<file path="src/rtl/cache_arbiter_if.sv">
// Line-request bundle between the two caches, the arbiter and the cacheline adaptor.
// slave is the arbiter's view; master is the view of everything around it.
interface cache_arbiter_if #(
    parameter int ADDR_W = 32,
    parameter int LINE_W = 256
);
    logic [ADDR_W-1:0] i_mem_address;
    logic              i_mem_read;
    logic [LINE_W-1:0] i_mem_rdata;
    logic              i_mem_resp;

    logic [ADDR_W-1:0] d_mem_address;
    logic              d_mem_read;
    logic              d_mem_write;
    logic [LINE_W-1:0] d_mem_wdata;
    logic [LINE_W-1:0] d_mem_rdata;
    logic              d_mem_resp;

    logic [ADDR_W-1:0] a_mem_address;
    logic              a_mem_read;
    logic              a_mem_write;
    logic [LINE_W-1:0] a_mem_wdata;
    logic [LINE_W-1:0] a_mem_rdata;
    logic              a_mem_resp;

    modport slave (
        input  i_mem_address, i_mem_read,
        output i_mem_rdata, i_mem_resp,
        input  d_mem_address, d_mem_read, d_mem_write, d_mem_wdata,
        output d_mem_rdata, d_mem_resp,
        output a_mem_address, a_mem_read, a_mem_write, a_mem_wdata,
        input  a_mem_rdata, a_mem_resp
    );

    modport master (
        output i_mem_address, i_mem_read,
        input  i_mem_rdata, i_mem_resp,
        output d_mem_address, d_mem_read, d_mem_write, d_mem_wdata,
        input  d_mem_rdata, d_mem_resp,
        input  a_mem_address, a_mem_read, a_mem_write, a_mem_wdata,
        output a_mem_rdata, a_mem_resp
    );
endinterface

</file>
<file path="src/rtl/cache_arbiter.sv">
// Round-robin arbiter granting the icache or dcache one line transfer at a time
// to the cacheline adaptor, returning the line and a one-cycle response.
module cache_arbiter #(
    parameter int ADDR_W   = 32,
    parameter int LINE_W   = 256,
    parameter int OFFSET_W = 5
) (
    input  logic                  clk,
    input  logic                  rst,
    cache_arbiter_if.slave        bus
);
    typedef enum logic [2:0] {
        IDLE,
        SERVE_I,
        SERVE_D,
        RESP_I,
        RESP_D
    } state_t;

    localparam logic [ADDR_W-1:0] LINE_MASK = {{(ADDR_W-OFFSET_W){1'b1}}, {OFFSET_W{1'b0}}};

    state_t            state;
    state_t            next_state;
    logic [ADDR_W-1:0] hold_addr;
    logic              hold_write;
    logic [LINE_W-1:0] hold_wdata;
    logic [LINE_W-1:0] line_q;
    logic              last_d;
    logic              req_i;
    logic              req_d;
    logic              grant_i;
    logic              grant_d;
    logic              serving;
    logic              a_read;
    logic              a_write;
    logic              i_resp;
    logic              d_resp;

    assign req_i   = bus.i_mem_read;
    assign req_d   = bus.d_mem_read | bus.d_mem_write;
    assign serving = (state == SERVE_I) || (state == SERVE_D);

    always_comb begin
        next_state = state;
        grant_i    = 1'b0;
        grant_d    = 1'b0;
        a_read     = 1'b0;
        a_write    = 1'b0;
        i_resp     = 1'b0;
        d_resp     = 1'b0;
        case (state)
            IDLE: begin
                // On contention the port that was not served last wins
                if (req_i && req_d) begin
                    grant_d = !last_d;
                    grant_i = last_d;
                end else begin
                    grant_i = req_i;
                    grant_d = req_d;
                end
                if (grant_d) begin
                    next_state = SERVE_D;
                end else if (grant_i) begin
                    next_state = SERVE_I;
                end
            end
            SERVE_I, SERVE_D: begin
                a_read  = !hold_write;
                a_write = hold_write;
                if (bus.a_mem_resp) begin
                    if (state == SERVE_I) begin
                        next_state = RESP_I;
                    end else begin
                        next_state = RESP_D;
                    end
                end
            end
            RESP_I: begin
                i_resp     = 1'b1;
                next_state = IDLE;
            end
            RESP_D: begin
                d_resp     = 1'b1;
                next_state = IDLE;
            end
            default: next_state = IDLE;
        endcase
    end

    always_ff @(posedge clk) begin
        if (rst) begin
            state      <= IDLE;
            hold_addr  <= '0;
            hold_write <= 1'b0;
            hold_wdata <= '0;
            line_q     <= '0;
            last_d     <= 1'b0;
        end else begin
            state <= next_state;
            // A simultaneous read and write from the dcache is treated as a write
            if (grant_i || grant_d) begin
                hold_addr  <= (grant_d ? bus.d_mem_address : bus.i_mem_address) & LINE_MASK;
                hold_write <= grant_d && bus.d_mem_write;
                hold_wdata <= bus.d_mem_wdata;
                last_d     <= grant_d;
            end
            if (serving && bus.a_mem_resp && !hold_write) begin
                line_q <= bus.a_mem_rdata;
            end
        end
    end

    assign bus.a_mem_address = serving ? hold_addr : '0;
    assign bus.a_mem_wdata   = serving ? hold_wdata : '0;
    assign bus.a_mem_read    = a_read;
    assign bus.a_mem_write   = a_write;
    assign bus.i_mem_resp    = i_resp;
    assign bus.d_mem_resp    = d_resp;
    assign bus.i_mem_rdata   = line_q;
    assign bus.d_mem_rdata   = line_q;
endmodule

</file>
<file path="src/flat_wrapper.sv">
// flat-port wrapper written by rule: the top's interface ports become plain ports
module cache_arbiter_flat 
#(
    parameter int ADDR_W   = 32,
    parameter int LINE_W   = 256,
    parameter int OFFSET_W = 5
)
  (clk, rst, bus_i_mem_address, bus_i_mem_read, bus_i_mem_rdata, bus_i_mem_resp, bus_d_mem_address, bus_d_mem_read, bus_d_mem_write, bus_d_mem_wdata, bus_d_mem_rdata, bus_d_mem_resp, bus_a_mem_address, bus_a_mem_read, bus_a_mem_write, bus_a_mem_wdata, bus_a_mem_rdata, bus_a_mem_resp);
  cache_arbiter_if #(.ADDR_W(ADDR_W), .LINE_W(LINE_W)) bus_i ();
  input  logic clk;
  input  logic rst;
  input wire logic [$bits(bus_i.i_mem_address)-1:0] bus_i_mem_address;
  input wire logic [$bits(bus_i.i_mem_read)-1:0] bus_i_mem_read;
  output wire logic [$bits(bus_i.i_mem_rdata)-1:0] bus_i_mem_rdata;
  output wire logic [$bits(bus_i.i_mem_resp)-1:0] bus_i_mem_resp;
  input wire logic [$bits(bus_i.d_mem_address)-1:0] bus_d_mem_address;
  input wire logic [$bits(bus_i.d_mem_read)-1:0] bus_d_mem_read;
  input wire logic [$bits(bus_i.d_mem_write)-1:0] bus_d_mem_write;
  input wire logic [$bits(bus_i.d_mem_wdata)-1:0] bus_d_mem_wdata;
  output wire logic [$bits(bus_i.d_mem_rdata)-1:0] bus_d_mem_rdata;
  output wire logic [$bits(bus_i.d_mem_resp)-1:0] bus_d_mem_resp;
  output wire logic [$bits(bus_i.a_mem_address)-1:0] bus_a_mem_address;
  output wire logic [$bits(bus_i.a_mem_read)-1:0] bus_a_mem_read;
  output wire logic [$bits(bus_i.a_mem_write)-1:0] bus_a_mem_write;
  output wire logic [$bits(bus_i.a_mem_wdata)-1:0] bus_a_mem_wdata;
  input wire logic [$bits(bus_i.a_mem_rdata)-1:0] bus_a_mem_rdata;
  input wire logic [$bits(bus_i.a_mem_resp)-1:0] bus_a_mem_resp;
  assign bus_i.i_mem_address = bus_i_mem_address;
  assign bus_i.i_mem_read = bus_i_mem_read;
  assign bus_i_mem_rdata = bus_i.i_mem_rdata;
  assign bus_i_mem_resp = bus_i.i_mem_resp;
  assign bus_i.d_mem_address = bus_d_mem_address;
  assign bus_i.d_mem_read = bus_d_mem_read;
  assign bus_i.d_mem_write = bus_d_mem_write;
  assign bus_i.d_mem_wdata = bus_d_mem_wdata;
  assign bus_d_mem_rdata = bus_i.d_mem_rdata;
  assign bus_d_mem_resp = bus_i.d_mem_resp;
  assign bus_a_mem_address = bus_i.a_mem_address;
  assign bus_a_mem_read = bus_i.a_mem_read;
  assign bus_a_mem_write = bus_i.a_mem_write;
  assign bus_a_mem_wdata = bus_i.a_mem_wdata;
  assign bus_i.a_mem_rdata = bus_a_mem_rdata;
  assign bus_i.a_mem_resp = bus_a_mem_resp;
  cache_arbiter #(.ADDR_W(ADDR_W), .LINE_W(LINE_W), .OFFSET_W(OFFSET_W)) u_core (.clk(clk), .rst(rst), .bus(bus_i));
endmodule
</file>
<file path="config.mk">
export PLATFORM = sky130hd
export DESIGN_NAME = cache_arbiter_flat
export DESIGN_NICKNAME = d
export VERILOG_FILES = /design/src/rtl/cache_arbiter_if.sv /design/src/rtl/cache_arbiter.sv /design/src/flat_wrapper.sv
export SDC_FILE = /design/constraint.sdc
export NUM_CORES = 1
export LEC_CHECK = 0
export ABC_CLOCK_PERIOD_IN_PS = 2550
export CAP_MARGIN = 20
export CORE_AREA = 2 2 539 541
export DETAILED_ROUTE_END_ITERATION = 8
export DIE_AREA = 0 0 541 543
export SYNTH_ARGS = -nofsm -noshare
export SYNTH_HDL_FRONTEND = slang
export SYNTH_SLANG_ARGS = --single-unit
</file>
<file path="constraint.sdc">
create_clock -name clk -period 2.55 [get_ports clk]
set_input_delay 0.255 -clock clk [delete_from_list [all_inputs] [get_ports clk]]
set_output_delay 0.255 -clock clk [all_outputs]
set_load 0.05 [all_outputs]
</file>
==> results.json, run 1 <==
{
  "drv_cap": 0,
  "rsz0062_at_grt": "true",
  "fin_ws_ns": -0.0662,
  "antenna_left": 0,
  "grt_pass1_vias": 26900,
  "final_core_util_pct": 18.1,
  "critPathCaptureType": "output port",
  "period_minus_slack_ns": 2.62,
  "grtUsageTotal_pct": 14.7,
  "finalNetCount": 4956,
  "wl_per_cell_um": 27.3,
  "cts.sinks": 544,
  "io_pins": 1386,
  "cts_root_buffer": "clkbuf_16",
  "setup_viol": 172,
  "dieArea_um2": 294000,
  "drive_gt1_share_pct": 20.4,
  "syn_inst": 3041,
  "synth_area_um2": 26500,
  "drt-total-wl_um": 226000,
  "ys_seq_area_share_pct": 41.1,
  "cp_max_fo": 7,
  "cts_htree_levels": 3,
  "violations": "setup timing",
  "die_y_um": 543,
  "ys_warn_count": 0,
  "fin_crit_sh_pct": 103,
  "place.gp.congestion": 0.937,
  "design.core.area_um2": 287000,
  "via_count": 27400,
  "cts_buffers": 81,
  "place_ws_ns": 0.207,
  "start_util_pct": 9.22,
  "cts_buffer_depth": 4,
  "leakagePower_nw": 18.8,
  "finalHoldViolCount": 0,
  "critPathMaxStageDelay_ns": 0.34,
  "peakVddDrop_mv": 0.461,
  "regArea_um2": 10900,
  "multiInputGateArea_um2": 12700,
  "crit_path_start_kind": "register",
  "grt_pass1_wl_um": 282000,
  "fp-row-count": 197,
  "grt_max_degree": 106,
  "slew_headroom_pct": 43.8,
  "p_total_mw": 35.4,
  "grt-ovfl-total": 0,
  "finalMaxSlewViolations": 0,
  "hpwl_um": 190000,
  "yosys.cell_types.count": 35,
  "outcome": "finished with violations",
  "critPathRequiredTime_ns": 2.30,
  "viasPerCell": 3.31,
  "cts_tree": "yes",
  "worst_pin_slew_ns": 0.840,
  "cp_cell_sequence": "xnor2_2 -> nor2_4 -> buf_12 -> clkbuf_16 -> clkbuf_16 -> and2_4 -> buf_12",
  "portBuffers": 1370,
  "power.density_nw_per_um2": 679,
  "clock_latency_ns": 0.80,
  "crit_slowest_cell": "dfxtp_2",
  "drc_errors": 0,
  "critPathKind": "reg -> out",
  "die_w_um": 541,
  "antenna_found_initial": 192,
  "avgSynthCellArea_um2": 8.71,
  "synth_seq_cells": 544,
  "drt_first_pass_iters": 5,
  "worst-endpoint-arrival_ns": 2.36,
  "worst_clock_skew_ns": 0.0847,
  "setup_tns_ns": -4.63,
  "fillers": 31900,
  "area_growth_pct": 96.8,
  "clk_pin_slew_ns": 0.07,
  "fmax_mhz": 382,
  "first_iter_violations": 1781,
  "holdCritPathClass": "in -> reg"
}
[path summary, 6_finish.rpt]
kind | startpoint | endpoint | slack, ns | depth (start not counted)
setup reg to reg | u_core.state[0]$_SDFFE_PP0P_ | u_core.hold_addr[7]$_SDFFE_PP0P_ | 0.22 | 5
hold reg to reg | u_core.hold_wdata[189]$_SDFFE_PP0P_ | u_core.hold_wdata[189]$_SDFFE_PP0P_ | 0.47 | 2
hold / removal | bus_d_mem_wdata[160] | u_core.hold_wdata[160]$_SDFFE_PP0P_ | 0.07 | 3
setup / recovery | u_core.state[1]$_SDFFE_PP0P_ | bus_a_mem_wdata[9] | -0.07 | 7
[logic make-up after synthesis]
logic type                share of synthesized area, %
DFF                                               41.1
buffers and inverters                             12.9
AOI/OAI and AO/OA                                 11.3
xor gates and xnor gates                        0.0331
and+or+nand+nor                                   24.9
muxes                                             9.67
other                                           0.0142
[worst max-delay path, delay by kind of cell, from the launching register on]
family / cells / cell delay, ns
buffers and inverters: 4 / 0.74
DFF: 1 / 0.34
and+or+nand+nor: 2 / 0.29
xor gates and xnor gates: 1 / 0.15
[registers in the layout (all words and copies together), names as in the netlist]
| name | flops |
|---|---|
| u_core.last_d | 1 |
| u_core.hold_addr | 27 |
| u_core.bus.d_mem_rdata | 256 |
| u_core.state | 3 |
| u_core.hold_write | 1 |
| u_core.hold_wdata | 256 |
[cell usage in the layout, fill, tap and decap left out, types with 14 or more instances in the layout]
master / instances
a21oi_1: 286
a311oi_1: 27
and2_1: 96
and2_4: 184
buf_12: 317
buf_4: 226
clkbuf_1: 14
clkbuf_16: 93
clkdlybuf4s50_1: 936
dfxtp_1: 541
diode_2: 70
dlygate4sd3_1: 264
mux2i_1: 256
nand2_1: 57
nand2b_1: 512
nand3_1: 257
o21ai_0: 255
[where the power goes]
part           switching, mW  internal, mW  leakage (nW)  total [mW]
logic                   7.98          5.33          13.0        13.3
registers              0.710          9.36          4.46        10.1
clock network           4.73          7.29          1.35        12.0
total                   13.4          22.0          18.8        35.4
[routing by layer]
layer | vias to the layer above | global-route usage (%) | wire length, um
li1 | 12700 | - | -
met1 | 12800 | 15.1 | 79700
met2 | 1369 | 23.1 | 101000
met3 | 408 | 9.08 | 32200
met4 | 136 | 7.51 | 13100
met5 | - | 0 | 888
[area by class of cell]
cell class	instances	share of cell area, %
Timing Repair Buffer	1786	40.0
Multi-Input combinational cell	1961	24.4
Sequential cell	544	20.9
Tap cell	3781	9.07
Clock buffer	108	4.38
Clock inverter	32	0.898
Antenna cell	70	0.336
[stage by stage]
stage                     hold slack [ns]  area [um2]  cells
after floorplan                     0.403       26500   3045
after CTS                        0.000242       51500   8201
final                              0.0735       52100   8282
after detailed placement            0.462       45400   7783
after global routing               0.0329       52000   8246
after global placement              0.456       45400   7783
[synthesized netlist by cell type, drive strengths merged]
cell type    n  area, um2
o311a        1       10.0
clkbuf     175        701
nand2       57        214
buf        365       2720
a21oi      286       1430
xnor2        1       8.76
nor3         4       36.3
nor3b        1       7.51
dfxtp      544      10900
nor4         2       12.5
nor4b        1       15.0
o21bai       1       7.51
o2bb2ai      1       15.0
mux2i      256       2560
nor2         3       27.5
and2       284       1780
a2bb2oi      1       8.76
a311oi      27        236
nor2b        1       6.26
conb         1       3.75
or3          2       17.5
nand2b     512       3200
nand3      257       1290
o21ai      258       1290
[timing repair]
| item | 4_1_cts | 5_1_grt |
|---|---|---|
| cloned | 8 | 12 |
| endpoints found under the setup margin | 300 | 274 |
| gates resized for setup | 172 | 67 |
| hold buffers | 264 | 0 |
| pin swaps | 14 | 16 |
| endpoints found under the hold margin | 268 | 0 |
| setup buffers | 6 | 0 |
No activity file was read; power rests on OpenSTA's default activity.
==> run 2, diff against run 1 <==
--- a/config.mk
+++ b/config.mk
@@ -10,6 +10,7 @@
 export CORE_AREA = 2 2 539 541
 export DETAILED_ROUTE_END_ITERATION = 8
 export DIE_AREA = 0 0 541 543
+export GPL_TIMING_DRIVEN = 1
 export SYNTH_ARGS = -nofsm -noshare
 export SYNTH_HDL_FRONTEND = slang
 export SYNTH_SLANG_ARGS = --single-unit
==> results of run 2 <==
Final layout, timing and power as in run 1 (identical DEF).
